===== config.mk =====
export PLATFORM = sky130hd
export DESIGN_NAME = uart_rx
export DESIGN_NICKNAME = d
export VERILOG_FILES = /design/src/rtl/uart_rx.sv
export SDC_FILE = /design/constraint.sdc
export NUM_CORES = 1
export LEC_CHECK = 0
export BUFFER_PORTS_ARGS = -buffer_cell sky130_fd_sc_hd__buf_2
export CORE_MARGIN = 2
export CORE_UTILIZATION = 30
export CTS_CLUSTER_DIAMETER = 150
export DETAILED_ROUTE_END_ITERATION = 16
export HOLD_SLACK_MARGIN = 0.02
export PLACE_DENSITY = 0.53
export SLEW_MARGIN = 20
export SYNTH_ARGS = -nofsm -noshare
export SYNTH_HDL_FRONTEND = slang
export SYNTH_SLANG_ARGS = --single-unit

===== constraint.sdc =====
create_clock -name clk -period 2.15 [get_ports clk]
set_input_delay 0.1075 -clock clk [delete_from_list [all_inputs] [get_ports clk]]
set_output_delay 0.1075 -clock clk [all_outputs]
set_load 0.02 [all_outputs]

===== src/rtl/uart_rx.sv =====
// 8N1 UART receiver: 2-flop synchroniser, mid-bit sampling, one-cycle result pulses.
// Define UART_RX_PARITY_EN to expect an even-parity bit after D7 (11-bit frame).
module uart_rx #(
    parameter int BAUD_RATE = 9600,
    parameter int CLK_FREQ  = 50000000,
    parameter int BAUD_TICK = CLK_FREQ / BAUD_RATE,
    parameter int HALF_TICK = BAUD_TICK / 2
) (
    input  logic       clk,
    input  logic       rst,
    input  logic       rx,
    output logic [7:0] data,
    output logic       valid,
    output logic       frame_err,
    output logic       parity_err,
    output logic       busy
);

    localparam logic [15:0] BAUD_LAST = 16'(BAUD_TICK - 1);
    localparam logic [15:0] HALF_LAST = 16'(HALF_TICK - 1);

`ifdef UART_RX_PARITY_EN
    typedef enum logic [2:0] {IDLE, START, DATA, PARITY, STOP, WAIT_HIGH} state_t;
`else
    typedef enum logic [2:0] {IDLE, START, DATA, STOP, WAIT_HIGH} state_t;
`endif

    state_t      state;
    logic [15:0] cnt;
    logic [2:0]  bit_idx;
    logic [7:0]  shift;
    logic        rx_meta;
    logic        rx_s;
    logic        parity_ok;

`ifdef UART_RX_PARITY_EN
    logic par_bit;
    assign parity_ok = ~(^{shift, par_bit});
`else
    assign parity_ok = 1'b1;
`endif

    // Whole receiver in one registered process; result pulses default low each cycle.
    always_ff @(posedge clk) begin
        if (rst) begin
            state      <= IDLE;
            cnt        <= 16'd0;
            bit_idx    <= 3'd0;
            shift      <= 8'h00;
            rx_meta    <= 1'b1;
            rx_s       <= 1'b1;
            data       <= 8'h00;
            valid      <= 1'b0;
            frame_err  <= 1'b0;
            parity_err <= 1'b0;
            busy       <= 1'b0;
`ifdef UART_RX_PARITY_EN
            par_bit    <= 1'b0;
`endif
        end else begin
            rx_meta    <= rx;
            rx_s       <= rx_meta;
            valid      <= 1'b0;
            frame_err  <= 1'b0;
            parity_err <= 1'b0;

            case (state)
                IDLE: begin
                    if (!rx_s) begin
                        state   <= START;
                        cnt     <= 16'd0;
                        bit_idx <= 3'd0;
                        busy    <= 1'b1;
                    end
                end

                // A start bit that is high again at its mid-point is treated as a glitch.
                START: begin
                    if (cnt == HALF_LAST) begin
                        cnt <= 16'd0;
                        if (!rx_s) begin
                            state <= DATA;
                        end else begin
                            state <= IDLE;
                            busy  <= 1'b0;
                        end
                    end else begin
                        cnt <= cnt + 16'd1;
                    end
                end

                DATA: begin
                    if (cnt == BAUD_LAST) begin
                        cnt            <= 16'd0;
                        shift[bit_idx] <= rx_s;
                        bit_idx        <= bit_idx + 3'd1;
                        if (bit_idx == 3'd7) begin
`ifdef UART_RX_PARITY_EN
                            state <= PARITY;
`else
                            state <= STOP;
`endif
                        end
                    end else begin
                        cnt <= cnt + 16'd1;
                    end
                end

`ifdef UART_RX_PARITY_EN
                PARITY: begin
                    if (cnt == BAUD_LAST) begin
                        cnt     <= 16'd0;
                        par_bit <= rx_s;
                        state   <= STOP;
                    end else begin
                        cnt <= cnt + 16'd1;
                    end
                end
`endif

                // A low stop bit wins over a parity mismatch and leaves data untouched.
                STOP: begin
                    if (cnt == BAUD_LAST) begin
                        cnt <= 16'd0;
                        if (rx_s) begin
                            data  <= shift;
                            busy  <= 1'b0;
                            state <= IDLE;
                            if (parity_ok) begin
                                valid <= 1'b1;
                            end else begin
                                parity_err <= 1'b1;
                            end
                        end else begin
                            frame_err <= 1'b1;
                            state     <= WAIT_HIGH;
                        end
                    end else begin
                        cnt <= cnt + 16'd1;
                    end
                end

                WAIT_HIGH: begin
                    if (rx_s) begin
                        state <= IDLE;
                        cnt   <= 16'd0;
                        busy  <= 1'b0;
                    end
                end

                default: begin
                    state <= IDLE;
                    cnt   <= 16'd0;
                    busy  <= 1'b0;
                end
            endcase
        end
    end

endmodule


==> Yosys cells after proc, flatten, opt, wreduce, memory -nomap -nowiden <==
Cells that the tools add are included.
{ "word_totals": {"regBits": 43, "input_bits": 3, "elab_cells": 68} }
{ "classes": {"addsub": 2, "magnitude_cmp": 2, "n_eq_ne": 13, "mux": 27, "bitwise": 3, "reduce_logical": 11} }
{ "ops": {"columns": ["operator", "n"], "rows": [
  ["$mux W16", 4],
  ["$pmux W16 S4", 1],
  ["$mux W3", 9],
  ["$add A16 B1 Y16 const B", 1],
  ["$eq A16 B12 Y1 const B", 1],
  ["$eq A16 B13 Y1 const B", 1],
  ["$pmux W3 S5", 1],
  ["$ne A2 B2 Y1 const B", 6],
  ["$bwmux W8", 1],
  ["$mux W1", 7],
  ["$eq A3 B2 Y1 const B", 2],
  ["$eq A3 B3 Y1 const B", 2],
  ["$pmux W3 S2", 1],
  ["$reduce_and A3 Y1", 2],
  ["$reduce_and A6 Y1", 1],
  ["$pmux W1 S5", 1],
  ["$lt A3 B4 Y1 const B", 1],
  ["$reduce_and A2 Y1", 2],
  ["$reduce_and A4 Y1", 1],
  ["$add A3 B1 Y3 const B", 1],
  ["$demux W1 S3", 1],
  ["$eq A3 B1 Y1 const B", 1],
  ["$ge A3 B1 Y1 const B", 1],
  ["$logic_not A3 Y1", 1],
  ["other kinds (6)", 8]
]} }

==> Depth between registers and ports, before layout <==
{ "logic_depth": {"word_depth": 5, "depth_mapped": 7} }

==> Worst setup path after synthesis <==
OpenSTA, ideal clock, no wires.
{ "synth_path": {"path_kind": "reg2reg", "start": "reg cnt[0]", "end": "reg busy", "setup_time_ps": 71, "arrival_ps": 1759, "t_required_ps": 2079, "slack_ps": 320, "path_stages_with_launch": 7, "n_path_buf": 0, "synth_period_minus_slack_ps": 1830, "cell_sequence": "dfxtp_1 > ha_1 > and4bb_2 > nand4_4 > o2bb2ai_2 > or4_1 > a21oi_1"} }
{ "synth_between": {"elab_chain_len": 3} }
{ "synth_rtl": {"columns": ["item", "line", "text"], "rows": [
  ["start, declared", "29", "logic [15:0] cnt;"],
  ["start signal, assigned", "88", "cnt <= cnt + 16'd1;"],
  ["start signal, assigned", "105", "cnt <= cnt + 16'd1;"],
  ["start signal, assigned", "139", "cnt <= cnt + 16'd1;"],
  ["$eq A16 B13 Y1 or $eq A16 B12 Y1 (tied branches)", "123, 79", null],
  ["$ne A2 B2 Y1 (no source line)", null, null],
  ["$reduce_and A4 Y1 (no source line) (*)", null, null],
  ["end signal, assigned", "127", "busy <= 1'b0;"],
  ["end signal, assigned", "147", "busy <= 1'b0;"],
  ["end signal, assigned", "154", "busy <= 1'b0;"],
  ["end, declared", "16", "output logic busy"]
]} }
Every way passes the cells marked *; elsewhere a longest branch is shown, timed or not.
A chain may end at the register's enable or synchronous reset.

==> Worst setup path in the final report <==
Same ends and word-level chain as after synthesis.

==> flow_metrics.py <==
metrics = {
    "status": {
        "status": "finished clean",
    },
    "sta": {
        "fin_ws_ns": 0.115,
        "maxSlewViolCount": 0,
        "setup_viol": 0,
        "fin_tns_setup_ns": 0,
        "final.setup_skew_ns": 0.00862,
        "finalHoldViolCount": 0,
        "period_needed_ns": 2.04,
        "fmaxAchievable_mhz": 491,
        "period_share_pct": 94.7,
    },
    "floorplanning": {
        "die_x_microns": 88.8,
        "core-area_sq_um": 6870,
        "rows": 30,
        "initial_utilization_pct": 31.4,
        "fp.dieH_microns": 88.8,
        "dieArea_sq_um": 7880,
        "io_pins": 15,
    },
    "finish": {
        "drive_gt1_share_pct": 16.8,
        "nets": 261,
        "multiInputGateArea_sq_um": 1210,
        "seq_area_sq_um": 861,
        "fill_cells": 709,
        "final_util_pct": 35.5,
        "antenna_cells": 0,
        "synthToLayoutAreaGrowth_pct": 13.1,
    },
    "place": {
        "dpl_worst_slack_ns": 0.116,
        "place.gp.congestion": 0.805,
        "portBuffers": 13,
        "dpl.hpwl_microns": 3490,
    },
    "setup_path": {
        "worst-path-max-fanout": 10,
        "crit_required_ns": 2.39,
        "slowest_stage": "or4_1",
        "cp_cell_sequence": "ha_2, and4bb_2, nand4_4, o2bb2ai_4, or4_1, a21oi_1",
        "crit_arrival_ns": 2.27,
        "start_kind": "flip-flop",
        "criticalPathCategory": "flip-flop to flip-flop",
        "cp-end-kind": "flip-flop",
        "slowest_delay_ns": 0.48,
    },
    "pwr": {
        "p_sw_share_pct": 37.1,
        "ir_worst_vdd_mv": 0.290,
        "p_per_area_nw_per_um2": 857,
        "power.switching_w": 0.000776,
        "p_leak_nw": 0.925,
        "p_seq_share_pct": 42.2,
        "internal_power_w": 0.00131,
        "comb_power_share_pct": 31.4,
        "power.share.clock_pct": 26.4,
    },
    "route": {
        "wirelength_microns": 4940,
        "viasPerCell": 5.19,
        "wire_per_inst_microns": 14.0,
        "first_pass_iters": 4,
        "routed-via-count": 1826,
        "remaining_drc_errors": 0,
        "drtAntennaViolNets": 0,
        "drt_iter0_markers": 159,
    },
    "grt": {
        "grt_first_pass_wirelength_microns": 8220,
        "grt_use_total_pct": 13.3,
        "grt_pass1_vias": 1645,
        "grt_overflow": 0,
        "antenna_found_initial": 0,
        "grt_max_degree": 27,
    },
    "synthesis": {
        "synth.yosys.seq_area_share_pct": 39.9,
        "muxShareOfSynthArea_pct": 6.96,
        "synth_area_sq_um": 2160,
        "synth_xor_area_share_pct": 2.03,
        "synth-async-reset-ratio_pct": 0,
        "syn_nets": 249,
        "synthFlopType": "dfxtp_1",
        "syn_inst": 243,
        "synth_edf_count": 0,
        "syn_area_per_cell_sq_um": 8.88,
        "synth_compound_area_share_pct": 13.4,
        "ys_seq_elements": 43,
        "yosys_warnings": 0,
        "synth-adder-area-share_pct": 1.74,
        "synth_top_family_by_area": "simple AND/OR/NAND/NOR gates",
        "synth.lib_cells_used.distinct": 47,
        "synth-simple-area-share_pct": 31.0,
    },
    "clock_network": {
        "numClockSinks": 43,
        "clock_path_buffers": 2,
        "clkTransAtPathRegs_ns": 0.10,
        "numCtsBuffers": 5,
        "cts_setup_buffers": 0,
        "root_buffer": "clkbuf_8",
        "htreeDepth": 2,
        "worstSkewPairLatency_ns": 0.30,
        "cts_tree": "yes",
    },
    "hold_path": {
        "holdCritPathClass": "primary input to flip-flop",
    },
    "job": {
        "cap_violations": 0,
    },
}
-- through the flow --
step,area [sq um],instances,power (W),hold WS (ns)
after floorplan,2160,243,0.00134,0.211
after CTS,2420,352,0.00209,0.236
after detailed placement,2320,343,0.00153,0.295
after global placement,2320,343,0.00153,0.290
final,2440,352,0.00209,0.240
after global routing,2440,352,0.00221,0.247
-- synthesized netlist by cell type (5+ instances only) --
master    number  area, sq um
inv_1          6         22.5
clkbuf_1       7         26.3
nand2_1       14         52.6
nand4_1        5         31.3
a31oi_1       10         62.6
o21ai_0       11         55.1
dfxtp_1       43          861
nor4_1         6         37.5
nor2_1        27          101
nand3_1       12         60.1
or3_1         10         62.6
a21oi_1        9         45.0
mux2i_1       15          150
-- per-layer routing --
metal  GRT usage, %  up-vias  routed length, microns
met3           3.36       10                     221
met2           17.2       53                    2040
met1           20.6      843                    2580
met5              0        -                       0
li1               -      920                       -
met4           5.10        0                      97
-- state kept, by name, summed over array words and instances, names as in the netlist --
signal     cells
rx_s           1
bit_idx        3
rx_meta        1
cnt           16
valid          1
shift          8
state          3
data           8
busy           1
frame_err      1
-- cells by family (layout without fill, tap and decap cells) --
logic type      after synthesis  count (layout)
compound gates               44              44
xor+xnor                      5               5
fa+ha+maj                     3               3
buf+inv                      21              34
flops                        43              43
mux                          15              15
other cells                   1               1
simple gates                111             111
-- layout by cell type, fill, tap and decap left out, types with 2 or more instances in the layout --
master and count:
a21oi_1 9, nor4b_1 4, nor4bb_1 2, and4bb_2 4, ha_1 2, nor4_1 6
inv_6 2, and2_1 3, or3_1 10, o21ai_0 11, a31oi_1 10, or4_1 4
nor2_1 27, a21o_1 3, and4_1 3, or2_2 4, mux2i_1 15, buf_4 5
xor2_1 4, nand2_1 14, nand3_1 12, nand3b_1 2, a22o_1 2, buf_2 13
inv_1 6, nand4_1 5, dfxtp_1 43, clkbuf_8 5, o31ai_1 2, nor3_1 4
-- power groups by stage --
| stage | clock network (W) | logic, W | registers [W] |
|---|---|---|---|
| 2_1_floorplan | 0 | 0.000458 | 0.000881 |
| 3_3_place_gp | 0 | 0.000630 | 0.000897 |
| 3_5_place_dp | 0 | 0.000630 | 0.000898 |
| 4_1_cts | 0.000573 | 0.000636 | 0.000880 |
| 5_1_grt | 0.000598 | 0.000724 | 0.000888 |
| 6_report | 0.000551 | 0.000656 | 0.000883 |
-- critical path: cells and delay by family (launching register included) --
kind                     cells  cell delay, ns
AO/OA/AOI/OAI                2            0.39
adder cells (fa/ha/maj)      1            0.23
flip-flops                   1            0.38
AND/OR/NAND/NOR              3            0.97
-- area by class of cell --
cell class,count,share of cell area [%]
timing repair buffer,20,5.44
tap,96,4.92
sequential,43,35.3
clock inverter,3,1.08
multi-input combinational,179,49.5
inverter,6,0.923
clock buffer,5,2.82
-- repair_timing --
action                                  in CTS  in global routing
endpoints found under the setup margin       0                  1
hold buffers                                 1                  0
hold endpoints to repair                     1                  0
gates resized for setup                      0                  2
-- path summary, 6_finish.rpt --
kind,startpoint,endpoint,slack [ns],cells after the start
setup / recovery,cnt[0],busy,0.11,6
hold / removal,rst,data[1],0.24,2
setup reg to reg,cnt[0],busy,0.11,6
hold reg to reg,rx_meta,rx_s,0.42,1
(Power assumes the default switching activity.)
